--- src/rtl/mk_test4a_reader.sv ---
// Calls target method4 once per request, then streams its 3x4 element result one
// element per handshake (forward or reversed order), counting completed transactions.
module mk_test4a_reader #(
  parameter int REVERSE = 0
) (
  input  logic         CLK,
  input  logic         RST_N,
  input  logic         req_valid,
  output logic         req_ready,
  input  logic [31:0]  req_arg,
  input  logic         RDY_method4,
  output logic         EN_method4,
  output logic [31:0]  method4_in1,
  input  logic [215:0] method4,
  output logic         out_valid,
  input  logic         out_ready,
  output logic [1:0]   out_row,
  output logic [1:0]   out_col,
  output logic [2:0]   out_a,
  output logic [3:0]   out_b,
  output logic [2:0]   out_c_x,
  output logic [3:0]   out_c_y,
  output logic [3:0]   out_c_z,
  output logic         out_last,
  output logic [7:0]   txn_count
);

  typedef enum logic [1:0] {
    S_IDLE  = 2'd0,
    S_CALL  = 2'd1,
    S_DRAIN = 2'd2
  } state_t;

  localparam logic [3:0] IDX_FIRST = (REVERSE != 0) ? 4'd11 : 4'd0;
  localparam logic [3:0] IDX_LAST  = (REVERSE != 0) ? 4'd0  : 4'd11;

  state_t         state_q, state_d;
  logic [31:0]    arg_q, arg_d;
  logic [215:0]   buf_q, buf_d;
  logic [3:0]     idx_q, idx_d;
  logic [7:0]     txn_q, txn_d;
  logic [17:0]    elem;
  logic           is_last;

  // Element k occupies the k-th 18-bit slot counting down from the MSB.
  function automatic logic [17:0] elem_at(input logic [215:0] v, input logic [3:0] k);
    logic [17:0] e;
    e = '0;
    for (int i = 0; i < 12; i++) begin
      if (k == 4'(i)) e = v[215 - 18*i -: 18];
    end
    return e;
  endfunction

  always_ff @(posedge CLK or negedge RST_N) begin
    if (!RST_N) begin
      state_q <= S_IDLE;
      arg_q   <= '0;
      buf_q   <= '0;
      idx_q   <= '0;
      txn_q   <= '0;
    end else begin
      state_q <= state_d;
      arg_q   <= arg_d;
      buf_q   <= buf_d;
      idx_q   <= idx_d;
      txn_q   <= txn_d;
    end
  end

  always_comb begin
    state_d    = state_q;
    arg_d      = arg_q;
    buf_d      = buf_q;
    idx_d      = idx_q;
    txn_d      = txn_q;
    req_ready  = 1'b0;
    EN_method4 = 1'b0;
    out_valid  = 1'b0;
    is_last    = 1'b0;
    elem       = '0;
    out_row    = '0;
    out_col    = '0;
    unique case (state_q)
      S_IDLE: begin
        req_ready = 1'b1;
        if (req_valid) begin
          arg_d   = req_arg;
          state_d = S_CALL;
        end
      end
      S_CALL: begin
        EN_method4 = RDY_method4;
        if (RDY_method4) begin
          buf_d   = method4;
          idx_d   = IDX_FIRST;
          state_d = S_DRAIN;
        end
      end
      S_DRAIN: begin
        out_valid = 1'b1;
        is_last   = (idx_q == IDX_LAST);
        elem      = elem_at(buf_q, idx_q);
        out_row   = idx_q[3:2];
        out_col   = idx_q[1:0];
        if (out_ready) begin
          if (is_last) begin
            state_d = S_IDLE;
            txn_d   = txn_q + 8'd1;
          end else if (REVERSE != 0) begin
            idx_d = idx_q - 4'd1;
          end else begin
            idx_d = idx_q + 4'd1;
          end
        end
      end
      default: state_d = S_IDLE;
    endcase
  end

  assign method4_in1 = arg_q;
  assign out_last    = is_last;
  assign out_a       = elem[17:15];
  assign out_b       = elem[14:11];
  assign out_c_x     = elem[10:8];
  assign out_c_y     = elem[7:4];
  assign out_c_z     = elem[3:0];
  assign txn_count   = txn_q;

endmodule

--- config.mk ---
export PLATFORM = sky130hd
export DESIGN_NAME = mk_test4a_reader
export DESIGN_NICKNAME = d
export VERILOG_FILES = /design/src/rtl/mk_test4a_reader.sv
export SDC_FILE = /design/constraint.sdc
export NUM_CORES = 1
export LEC_CHECK = 0
export ABC_AREA = 1
export CORE_MARGIN = 5
export CORE_UTILIZATION = 47
export DETAILED_ROUTE_END_ITERATION = 7
export PLACE_DENSITY = 0.85
export SYNTH_ARGS = -nofsm -noshare
export SYNTH_HDL_FRONTEND = slang
export SYNTH_SLANG_ARGS = --single-unit
--- constraint.sdc ---
create_clock -name CLK -period 2.9 [get_ports CLK]
set_input_delay 0.58 -clock CLK [delete_from_list [all_inputs] [get_ports CLK]]
set_output_delay 0.58 -clock CLK [all_outputs]
set_load 0.03 [all_outputs]
* Word-level counts from Yosys, hierarchy flattened
Index checks and enable logic that the tools add are counted.
** Storage, ports and cells
- Register bits after elaboration :: 262
- Word-level logic and storage cells :: 61
- Input port bits :: 253
- Output and inout port bits :: 66
** Operators by class
- Equality and inequality tests :: 18
- Reduce and logical (&&, ||, !) cells :: 8
- Add/sub/neg operators :: 2
- Multiplexer cells :: 28
** Operators by type and width (count)
- two-way mux 18 bit :: 13
- == test 4 x 3 -> 1 bit, second input constant :: 4
- == test 4 bit, second input constant :: 4
- two-way mux 2 bit :: 6
- two-way mux 4 bit :: 3
- != test 2 bit, second input constant :: 5
- adder 8 x 1 -> 8 bit, second input constant :: 1
- == test 4 x 2 -> 1 bit, second input constant :: 2
- one-hot mux 4 bit (2 select lines) :: 1
- AND reduction 4 bit :: 2
- one-hot mux 2 bit (3 select lines) :: 1
- adder 4 x 1 -> 4 bit, second input constant :: 1
- == test 4 x 1 -> 1 bit, second input constant :: 1
- logical NOT 4 bit :: 1
- two-way mux 1 bit :: 4
- AND reduction 2 bit :: 2
- AND reduction 3 bit :: 1
- == test 2 x 1 -> 1 bit, second input constant :: 1
- == test 2 bit, second input constant :: 1
- logical NOT 2 bit :: 1
- nonzero test 2 bit :: 1

* Longest topological paths before layout
Gate-level depths: netlist (run 1).
- Depth in word-level cells :: 14
- Gate-level depth with buffers :: 18
- Gate-level depth less buffers :: 15

* Worst setup path before layout (run 1)
OpenSTA, ideal clock, no wires.
- Path kind :: reg2out
- Start point :: register idx_q[0]
- End point :: output port out_b[0]
- Slack :: 0.380 ns
- Path buffers :: 2
- Arrival time :: 1.940 ns
- Stages on the path, launching flop included :: 17
- Data required time :: 2.320 ns
- Path through :: dfrtp_1 -> inv_1 -> ha_1 -> buf_4 -> clkbuf_1 -> nand4_1 -> nand3_1 -> nand2_1 -> nand2_1 -> nand2_1 -> nand3_1 -> nand3_1 -> nand2_1 -> nand2_1 -> nand2_1 -> nand2_1 -> nand2_1
** Between the ends
- Cells in the longest elaborated chain, start to end :: 14
- Elaborated cells on any way between the ends :: 25
- Those cells by class :: eq/ne (11); mux (13); reduce/logical (1)
** Ends and longest elaborated chain
- from (decl) :: RTL line 40 : logic [3:0] idx_q, idx_d;
- from (signal assigned) :: RTL line 66 : idx_q <= idx_d;
- logical NOT 4 bit :: RTL line 50 : if (k == 4'(i)) e = v[215 - 18*i -: 18];
- two-way mux 18 bit (11 in a row) :: RTL line 50
- two-way mux 18 bit (*) :: RTL line 50
- two-way mux 18 bit (*) :: RTL line 84 : unique case (state_q)
- to (decl) :: RTL line 20 : output logic [3:0] out_b,
Mark *: on every way between the ends. The rest lies on a longest branch, timed or not.

* Final worst setup path (run 1)
- Start point :: register idx_q[1]
- End point :: output port out_a[2]
** Between the ends
- Cells in the longest elaborated chain, start to end :: 14
- Elaborated cells on any way between the ends :: 25
- Those cells by class :: eq/ne (11); mux (13); reduce/logical (1)
** Ends and longest elaborated chain
- logical NOT 4 bit :: RTL line 50
- two-way mux 18 bit (11 in a row) :: RTL line 50
- two-way mux 18 bit (*) :: RTL line 50
- two-way mux 18 bit (*) :: RTL line 84
- to (decl) :: RTL line 19 : output logic [2:0] out_a,
Marks and branches as above.

==> impl_metrics.ini, run 1 <==
[run_status]
status = finished with violations
violations = setup timing

[critical_path]
reg2reg_depth = 12
crit_slowest_cell = dfrtp_1
endpoint_kind = output pin
worstPathMaxFanout = 9
r2r-start = idx_q[1]$_DFFE_PN0P_
crit_path_start_kind = register
crit_path_frequent_cell = nand2_1
worst-path-buf-inv = 5
arrival_ps = 2750
critical_path_class = register to output pin
required_ps = 2320
critical_path.max_stage_delay_ps = 410
critical_path_depth = 18
cp_cell_sequence = buf_6, buf_6, ha_4, buf_12, nand3b_1, nand2_1, inv_1, nand2_1, nand2_1, nand2_1, nand3_1, nand3_1, nand2_2, nand2_1, nand2_1, nand2_1, nand2_1, buf_4
setup.worst_path.start = idx_q[1]$_DFFE_PN0P_
crit_family = simple AND/OR/NAND/NOR gates

[hold_path]
hp-class = primary input to async pin

[global_routing]
globalRoute.busiestLayer = met2
grt_max_degree = 138
grt.met3_usage_pct = 4.89
antenna_found_initial = 7
met2_usage_pct = 41.2
grt_overflow = 0
grt_pass1_wl_mm = 64.2
grt_pass1_vias = 12400
grt_usage_pct = 25.6
grtUsageMet1_pct = 33.9

[timing]
hold_violations = 0
fmax_mhz = 300
drv_slew = 0
timing.final.crit_period_ps = 3330
tightest_slew_ps = 667
clock_skew_ps = 10.6
relSlewSlack_pct = 55.6
grt_setup_unrepaired = yes
finalCritPeriodShare_pct = 115
fin_tns_setup_ps = -5650
layout_setup_ws_ps = -432
setup_viol = 18

[routing]
num_vias = 12400
wl_per_cell_um = 17.3
dr.pass1.iters = 6
drc = 0
via_per_inst = 5.18
drtIter0Drc = 1311
drt_wl_total_mm = 41.2
ant_nets = 0

[finish]
nets = 2276
layout_commonest_cell = nand2_1
layout_common_cells = nand2_1, clkdlybuf4s50_1, dfrtp_1
drive_gt1_share_pct = 11.5
area_delta_synth_final_pct = 39.1

[floorplanning]
fp.dieW_um = 175
start_util_pct = 47.8
fp.dieH_um = 175
die-area_um2 = 30800
core_um2 = 27000
ios = 319
rows = 60

[clock_tree]
root_buffer = clkbuf_16
cts_buffers = 29
hold_buffers = 0
clock_latency_ps = 550
htreeDepth = 1
clockBufferDepth = 3
path_clk_slew_ps = 60
cts_tree = built
clkSinkCount = 262

[yosys]
synth.distinct_cells = 29
yosysWarnings = 0
syn-num-nets = 1975
ys_seq_elements = 262
netlist_area_um2 = 12900
synth_xor_area_share_pct = 0.476
synthAdderAreaFrac_pct = 0.486
synth-seq-area-share_pct = 50.9
syn_inst = 1717
synth-compound-area-share_pct = 1.60
synth_top_family_by_area = simple AND/OR/NAND/NOR gates
synthSimpleGateAreaFrac_pct = 36.7
synthMuxAreaShare_pct = 2.80
synth_area_per_cell_um2 = 7.50

[job]
maxCapViolCount = 0

[power]
total_leakage_power_nw = 9.27
powerDensity_nw_per_um2 = 1070
peakVddDrop_mv = 0.960

[place]
dp_hpwl_mm = 28.7
gp_congestion = 0.912
port_buffers = 318
preCtsSetupSlack_ps = 93.7
[what timing repair did]
action	4_1_cts	5_1_grt
endpoints found under the setup margin	18	19
resized for setup	57	50
pin swaps	4	23
buffers inserted	9	3
gates cloned	2	3
hold endpoints to repair	0	0
[kinds of logic (layout without fill, tap and decap cells)]
| logic type | after synthesis | after routing |
|---|---|---|
| and+or+nand+nor | 1165 | 1165 |
| DFF | 262 | 262 |
| other | 0 | 7 |
| xor gates and xnor gates | 7 | 7 |
| AOI/OAI and AO/OA | 41 | 41 |
| buffers and inverters | 205 | 527 |
| muxes | 32 | 32 |
| adders and majority gates | 5 | 5 |
[report_power, final]
| group | switching [W] | internal, W | total (W) |
|---|---|---|---|
| registers | 0.00114 | 0.00546 | 0.00660 |
| logic | 0.00521 | 0.00361 | 0.00882 |
| clock network | 0.00151 | 0.00232 | 0.00383 |
| total | 0.00786 | 0.0114 | 0.0192 |
[per-stage QoR]
| stage | hold WS (ps) | util [%] | cell area [um^2] | total power [W] | cells |
|---|---|---|---|---|---|
| floorplan | 284 | - | 12900 | 0.0112 | 1717 |
| global route | 81.2 | 66.5 | 17900 | 0.0204 | 2387 |
| detailed placement | 452 | 60.7 | 16300 | 0.0143 | 2311 |
| finish | 27.7 | 66.5 | 17900 | 0.0192 | 2387 |
| global placement | 448 | 60.7 | 16300 | 0.0140 | 2311 |
| CTS | 53.5 | 65.6 | 17700 | 0.0188 | 2374 |
[synthesized netlist by cell type]
| library cell | count | area share [%] |
|---|---|---|
| nand3_2 | 2 | 0.16 |
| nand3b_1 | 18 | 1.0 |
| nand4_1 | 18 | 0.87 |
| nor3_2 | 1 | 0.078 |
| xnor2_1 | 2 | 0.14 |
| clkinv_1 | 3 | 0.087 |
| or2_2 | 7 | 0.34 |
| nor2_1 | 118 | 3.4 |
| nand2_2 | 3 | 0.15 |
| nand2_1 | 877 | 26 |
| inv_1 | 101 | 2.9 |
| mux2_2 | 32 | 2.8 |
| inv_2 | 4 | 0.12 |
| clkbuf_1 | 39 | 1.1 |
| ha_1 | 5 | 0.49 |
| nor3_1 | 1 | 0.039 |
| buf_6 | 10 | 0.87 |
| a31oi_1 | 1 | 0.049 |
| nor2_2 | 4 | 0.19 |
| nor2_4 | 3 | 0.26 |
| o21ai_0 | 40 | 1.6 |
| nand2_4 | 1 | 0.087 |
| nand3_1 | 100 | 3.9 |
| buf_2 | 32 | 1.2 |
| or2_1 | 12 | 0.58 |
| buf_4 | 4 | 0.23 |
| dfrtp_1 | 262 | 51 |
| buf_1 | 12 | 0.35 |
| xor2_1 | 5 | 0.34 |
[layout make-up]
| class | count | area [um^2] |
|---|---|---|
| Antenna cell | 7 | 17.5 |
| Clock buffer | 41 | 821 |
| Clock inverter | 11 | 165 |
| Fill cell | 2107 | 9040 |
| Inverter | 108 | 429 |
| Multi-Input combinational cell | 1250 | 5650 |
| Sequential cell | 262 | 6560 |
| Tap cell | 341 | 427 |
| Timing Repair Buffer | 366 | 3840 |
| Timing Repair inverter | 1 | 6.26 |
[path summary, 6_finish.rpt]
| check | end | slack, ps |
|---|---|---|
| max reg2reg | txn_count[7]$_DFFE_PN0P_ | 580 |
| min in group CLK | buf_q[105]$_DFFE_PN0P_ | 470 |
| max in group asynchronous | buf_q[64]$_DFFE_PN0P_ | 2060 |
| max | out_a[2] | -430 |
| min | buf_q[200]$_DFFE_PN0P_ | 30 |
| min reg2reg | buf_q[105]$_DFFE_PN0P_ | 470 |
[worst register-to-register path, delay by kind of cell, from the launching register on]
| kind | cells | cell delay, ps |
|---|---|---|
| simple gates | 6 | 910 |
| fa+ha+maj | 1 | 270 |
| buf+inv | 4 | 540 |
| xor+xnor | 1 | 150 |
| flops | 1 | 400 |
[per-layer routing]
| layer | vias up | part of all wire, % |
|---|---|---|
| met5 | - | 0 |
| met3 | 116 | 8.2 |
| li1 | 5839 | - |
| met2 | 599 | 47 |
| met1 | 5808 | 40 |
| met4 | 0 | 4.9 |
[sequential cells by signal, summed over array words and instances (netlist names)]
name	count
txn_count	8
buf_q	216
idx_q	4
state_q	2
method4_in1	32
Note: power is estimated with default switching activity, not from simulation.
==> run 2, diff against run 1 <==
- CORE_MARGIN: 5 -> 3
- CTS_BUF_LIST: not set -> sky130_fd_sc_hd__clkbuf_4
- PLACE_DENSITY: 0.85 -> 0.86
==> run 2 against run 1 <==
  * The run still ends with setup timing left
  * First-iteration DRC count down 2.7%
  * Worst setup slack worse by 8.8 ps
  * Non-clock buffer count unchanged
  * Final cell count grew 2.6%
  * Critical path type unchanged
  * Critical path depth down 2
  * Sequential power hardly changed
  * Total power shrank 0.31%
  * Routed wire length up 0.71%
  * Clock skew is 34 ps higher
==> impl_metrics.ini, run 2 (synthesis results as in run 1) <==
[timing]
hold_violations = 0
relSlewSlack_pct = 59.3
clock_skew_ps = 44.4
grt_setup_unrepaired = yes
timing.final.crit_period_ps = 3340
fmax_mhz = 299
tightest_slew_ps = 611
layout_setup_ws_ps = -440
hold_ws_ps = 404
finalCritPeriodShare_pct = 115
drv_slew = 0
setup_viol = 18

[global_routing]
antenna_found_initial = 4
grt_pass1_vias = 12600
grt_max_degree = 143
grt_pass1_wl_mm = 64.3
grt_overflow = 0
grt_usage_pct = 27.6

[critical_path]
critical_path_class = register to output pin
reg2reg_depth = 12
required_ps = 2320
endpoint_kind = output pin
worstPathMaxFanout = 9
rrSetupSlack_ps = 780
r2r_end = txn_count[7]$_DFFE_PN0P_
arrival_ps = 2760
r2r-start = idx_q[1]$_DFFE_PN0P_
crit_path_start_kind = register

[clock_tree]
cts_buffers = 71
path_clk_slew_ps = 70
clockBufferDepth = 3
root_buffer = clkbuf_4
htreeDepth = 3
clock_latency_ps = 700
cts_tree = built
clkSinkCount = 262

[floorplanning]
rows = 59
die-area_um2 = 29400
fp.dieW_um = 171
ios = 319
start_util_pct = 48.6
fp.dieH_um = 171
core_um2 = 26500

[finish]
area_delta_synth_final_pct = 40.6
fin_util_pct = 68.3
layout_common_cells = nand2_1, clkdlybuf4s50_1, dfrtp_1
max_flop_register = buf_q
layout_commonest_cell = nand2_1
drive_gt1_share_pct = 15.0
instances_no_fill = 2448
largest_reg_flops = 216
nets = 2318

[routing]
wl_per_cell_um = 17.0
drt_wl_total_mm = 41.5
via_per_inst = 5.17
drtIter0Drc = 1276
dr.pass1.iters = 8
ant_nets = 0
num_vias = 12700
drc = 0

[power]
p_total_w = 0.0192
peakVddDrop_mv = 0.909
total_leakage_power_nw = 9.41
powerDensity_nw_per_um2 = 1060

[place]
port_buffers = 318
dp_hpwl_mm = 27.7
gp_congestion = 0.924
dp_cells = 2299

[run_status]
status = finished with violations
violations = setup timing

[job]
maxCapViolCount = 0

[hold_path]
hp-class = primary input to async pin
## run 2: changes by cell type in the layout (fill, tap and decap cells not counted), sizes merged
cell | before | now
bufinv | 5 | 4
dlygate4sd2 | 0 | 4
clkdlybuf4s50 | 297 | 293
buf | 68 | 65
clkbuf | 42 | 108
inv | 106 | 107
dlygate4sd3 | 0 | 1
clkinv | 8 | 14
diode | 7 | 4
## run 2: routing by layer
| layer | GRT usage (%) | up-vias | share of wire [%] | routed length, um |
|---|---|---|---|---|
| li1 | - | 5976 | - | - |
| met1 | 35.6 | 5894 | 40 | 16600 |
| met2 | 44.0 | 644 | 47 | 19700 |
| met3 | 6.80 | 139 | 8.2 | 3400 |
| met4 | 13.1 | 0 | 4.5 | 1870 |
| met5 | 0 | - | 0 | 0 |
## run 2: report_power, final
part | total [W] | switching (W) | internal, W
clock | 0.00351 | 0.00158 | 0.00192
combinational | 0.00910 | 0.00534 | 0.00376
sequential | 0.00658 | 0.00113 | 0.00546
total | 0.0192 | 0.00805 | 0.0111
## run 2: what timing repair did
| action | 4_1_cts | 5_1_grt |
|---|---|---|
| buffers inserted | 9 | 3 |
| hold buffers | 1 | 0 |
| pin swaps | 15 | 10 |
| endpoints found under the setup margin | 23 | 19 |
| hold endpoints to repair | 53 | 0 |
| cloned | 7 | 3 |
| gates resized for setup | 94 | 35 |
## run 2: worst max-delay path by stage
| stage | startpoint | endpoint | slack, ps | cells after the start |
|---|---|---|---|---|
| finish | idx_q[0]$_DFFE_PN0P_ | out_c_x[0] | -440 | 16 |
| global route | idx_q[0]$_DFFE_PN0P_ | out_c_y[2] | -600 | 18 |
| CTS | idx_q[1]$_DFFE_PN0P_ | out_c_y[3] | -400 | 16 |
| detailed placement | idx_q[0]$_DFFE_PN0P_ | out_c_y[1] | 60 | 16 |
| global placement | idx_q[0]$_DFFE_PN0P_ | out_c_y[1] | 140 | 16 |
| floorplan | idx_q[0]$_DFFE_PN0P_ | out_b[0] | 380 | 16 |
## run 2: worst max-delay path, cell delays in order (launching register included)
cell and delay, ps:
dfrtp_2 440, inv_4 100, ha_4 180, nand3_4 170
clkbuf_16 220, nand2_1 90, inv_1 50, nand2_1 90
nand2_1 90, nand3_2 90, nand3_2 80, nand2_1 100
nand2_1 80, nand2_1 70, nand2_1 50, nand2_1 70
buf_6 130
## run 2: area by class of cell
class | instances | area [um^2]
Fill cell | 2050 | 8410
Sequential cell | 262 | 6560
Multi-Input combinational cell | 1250 | 5730
Timing Repair Buffer | 366 | 3990
Clock buffer | 105 | 788
Inverter | 108 | 437
Tap cell | 335 | 419
Clock inverter | 17 | 151
Antenna cell | 4 | 10.0
Timing Repair inverter | 1 | 8.76
## run 2: stage by stage
step / setup slack [ps] / TNS, ps / area (um^2)
2_1_floorplan: 380 / 0 / 12900
3_3_place_gp: 136 / 0 / 16300
3_5_place_dp: 58.7 / 0 / 16300
4_1_cts: -398 / -6670 / 17900
5_1_grt: -598 / -9980 / 18100
6_report: -440 / -6680 / 18100
==> run 3, diff against run 2 <==
==> constraint.sdc (replaced) <==
create_clock -name CLK -period 2.9 [get_ports CLK]
set_input_delay 0.435 -clock CLK [delete_from_list [all_inputs] [get_ports CLK]]
set_output_delay 0.435 -clock CLK [all_outputs]
set_load 0.03 [all_outputs]
==> run 3 against run 2 <==
  * The flow still finishes with violations (setup timing)
  * Largest cell class unchanged
  * Final area is 1.0% higher
  * Critical path depth stayed put
  * Critical endpoint is now out_c_x[2]
  * Global-route usage is 1.3 points higher
  * Register-to-register slack worse by 220 ps
  * Die area stayed put
  * Sequential share of layout area is 0.36 points lower
  * Final cell count is 0.37% higher
  * Largest power group unchanged
==> impl_metrics.ini, run 3 (synthesis results as in run 1) <==
[place]
place_area_um2 = 16300
gp_congestion = 0.884
dp_hpwl_mm = 28.1
port_buffers = 318

[clock_tree]
cts_buffers = 70
root_buffer = clkbuf_4
clock_latency_ps = 720
htreeDepth = 3
clkSinkCount = 262
path_clk_slew_ps = 90
cts_tree = built
clockBufferDepth = 3

[critical_path]
r2r_end = txn_count[6]$_DFFE_PN0P_
required_ps = 2470
r2r-start = idx_q[2]$_DFFE_PN0P_
crit_path_start_kind = register
critical_path_class = register to output pin
reg2reg_depth = 13
crit_path_end = out_c_x[2]
setup.worst_path.start = idx_q[0]$_DFFE_PN0P_
arrival_ps = 2890
worstPathMaxFanout = 7
endpoint_kind = output pin
rrSetupSlack_ps = 560

[power]
peakVddDrop_mv = 1.24
total_leakage_power_nw = 9.48
powerDensity_nw_per_um2 = 1070

[timing]
fmax_mhz = 300
setup_viol = 18
drv_slew = 0
hold_violations = 0
finalCritPeriodShare_pct = 115
timing.final.crit_period_ps = 3330
layout_setup_ws_ps = -428
tightest_slew_ps = 577
relSlewSlack_pct = 61.5
clock_skew_ps = 70.0
grt_setup_unrepaired = yes

[routing]
wl_per_cell_um = 18.4
ant_nets = 0
dr.pass1.iters = 8
drt_wl_total_mm = 45.2
via_per_inst = 5.42
num_vias = 13300
drc = 0
drtIter0Drc = 1802

[floorplanning]
start_util_pct = 48.6
ios = 319
die-area_um2 = 29400
rows = 59
core_um2 = 26500
fp.dieW_um = 171
fp.dieH_um = 171

[finish]
max_flop_register = buf_q
fin_util_pct = 69.0
nets = 2334
layout_commonest_cell = nand2_1
drive_gt1_share_pct = 17.8
layout_common_cells = nand2_1, clkdlybuf4s50_1, dfrtp_1
largest_reg_flops = 216
area_delta_synth_final_pct = 42.0
stdcell_area_um2 = 18300

[global_routing]
grt_max_degree = 92
met2_usage_pct = 45.7
antenna_found_initial = 5
grtUsageMet1_pct = 36.9
grt_pass1_wl_mm = 67.3
grt.met3_usage_pct = 7.29
globalRoute.busiestLayer = met2
grt_overflow = 0
grt_usage_pct = 28.9
grt_pass1_vias = 13000

[run_status]
violations = setup timing
status = finished with violations

[hold_path]
hp-class = primary input to register
hold_depth = 3

[job]
maxCapViolCount = 0
## run 3: cell count changes in the layout (fill, tap and decap cells not counted), moves of 3 or more
cell            previous run  this run
nand3_1                   79        69
nand2_4                    0         3
buf_4                     19        23
nand3_2                   22        32
dlygate4sd2_1              4         0
dlymetal6s2s_1             0         3
nand2_2                   38        74
nand2_1                  841       802
buf_16                     6         2
buf_6                     18        31
inv_1                     96        92
clkinv_2                   4         1
inv_2                      6        10
## run 3: what timing repair did
action,CTS,global route
cloned,7,4
buffers inserted,22,2
setup endpoints to repair,18,21
hold endpoints to repair,62,0
pin swaps,28,52
hold buffers,1,0
resized for setup,120,77
## run 3: worst min-delay path by stage
stage | from | end
global placement | RST_N | buf_q[215]$_DFFE_PN0P_
finish | method4[158] | buf_q[158]$_DFFE_PN0P_
CTS | method4[30] | buf_q[30]$_DFFE_PN0P_
global route | method4[16] | buf_q[16]$_DFFE_PN0P_
floorplan | RST_N | buf_q[0]$_DFFE_PN0P_
detailed placement | RST_N | buf_q[196]$_DFFE_PN0P_
## run 3: power by group
group	leakage (nW)	internal, W	total, W	switching [W]
logic	5.67	0.00397	0.00969	0.00572
registers	3.30	0.00546	0.00663	0.00118
clock network	0.513	0.00171	0.00328	0.00157
## run 3: critical path: stages, from the launching register on
cell and delay, ps:
dfrtp_2 480, inv_4 110, ha_4 180, nand3_4 190, clkbuf_16 230, nand2_2 80
inv_1 70, nand2_2 130, nand2_1 80, nand3_2 80, nand3_1 80, nand2_1 130
nand2_1 80, nand2_1 70, nand2_1 50, nand2_1 70, buf_6 130
## run 3: stage by stage
stage	hold WS (ps)	power (W)	setup slack [ps]	TNS, ps	cells
3_5_place_dp	432	0.0142	173	0	2303
6_report	250	0.0196	-428	-6010	2457
2_1_floorplan	139	0.0112	525	0	1717
5_1_grt	255	0.0208	-547	-8390	2457
4_1_cts	256	0.0187	-243	-3770	2446
3_3_place_gp	434	0.0139	258	0	2303
## run 3: area by class of cell
class / count / area, um^2
Clock inverter: 9 / 61.3
Clock buffer: 104 / 781
Timing Repair Buffer: 380 / 4090
Inverter: 108 / 425
Multi-Input combinational cell: 1251 / 5900
Tap cell: 335 / 419
Antenna cell: 5 / 12.5
Timing Repair inverter: 3 / 22.5
Fill cell: 1921 / 8230
Sequential cell: 262 / 6560
## run 3: per-layer routing
metal | up-vias | share of wire [%]
li1 | 5987 | -
met1 | 6164 | 37
met2 | 936 | 46
met3 | 226 | 11
met4 | 0 | 6.5
met5 | - | 0
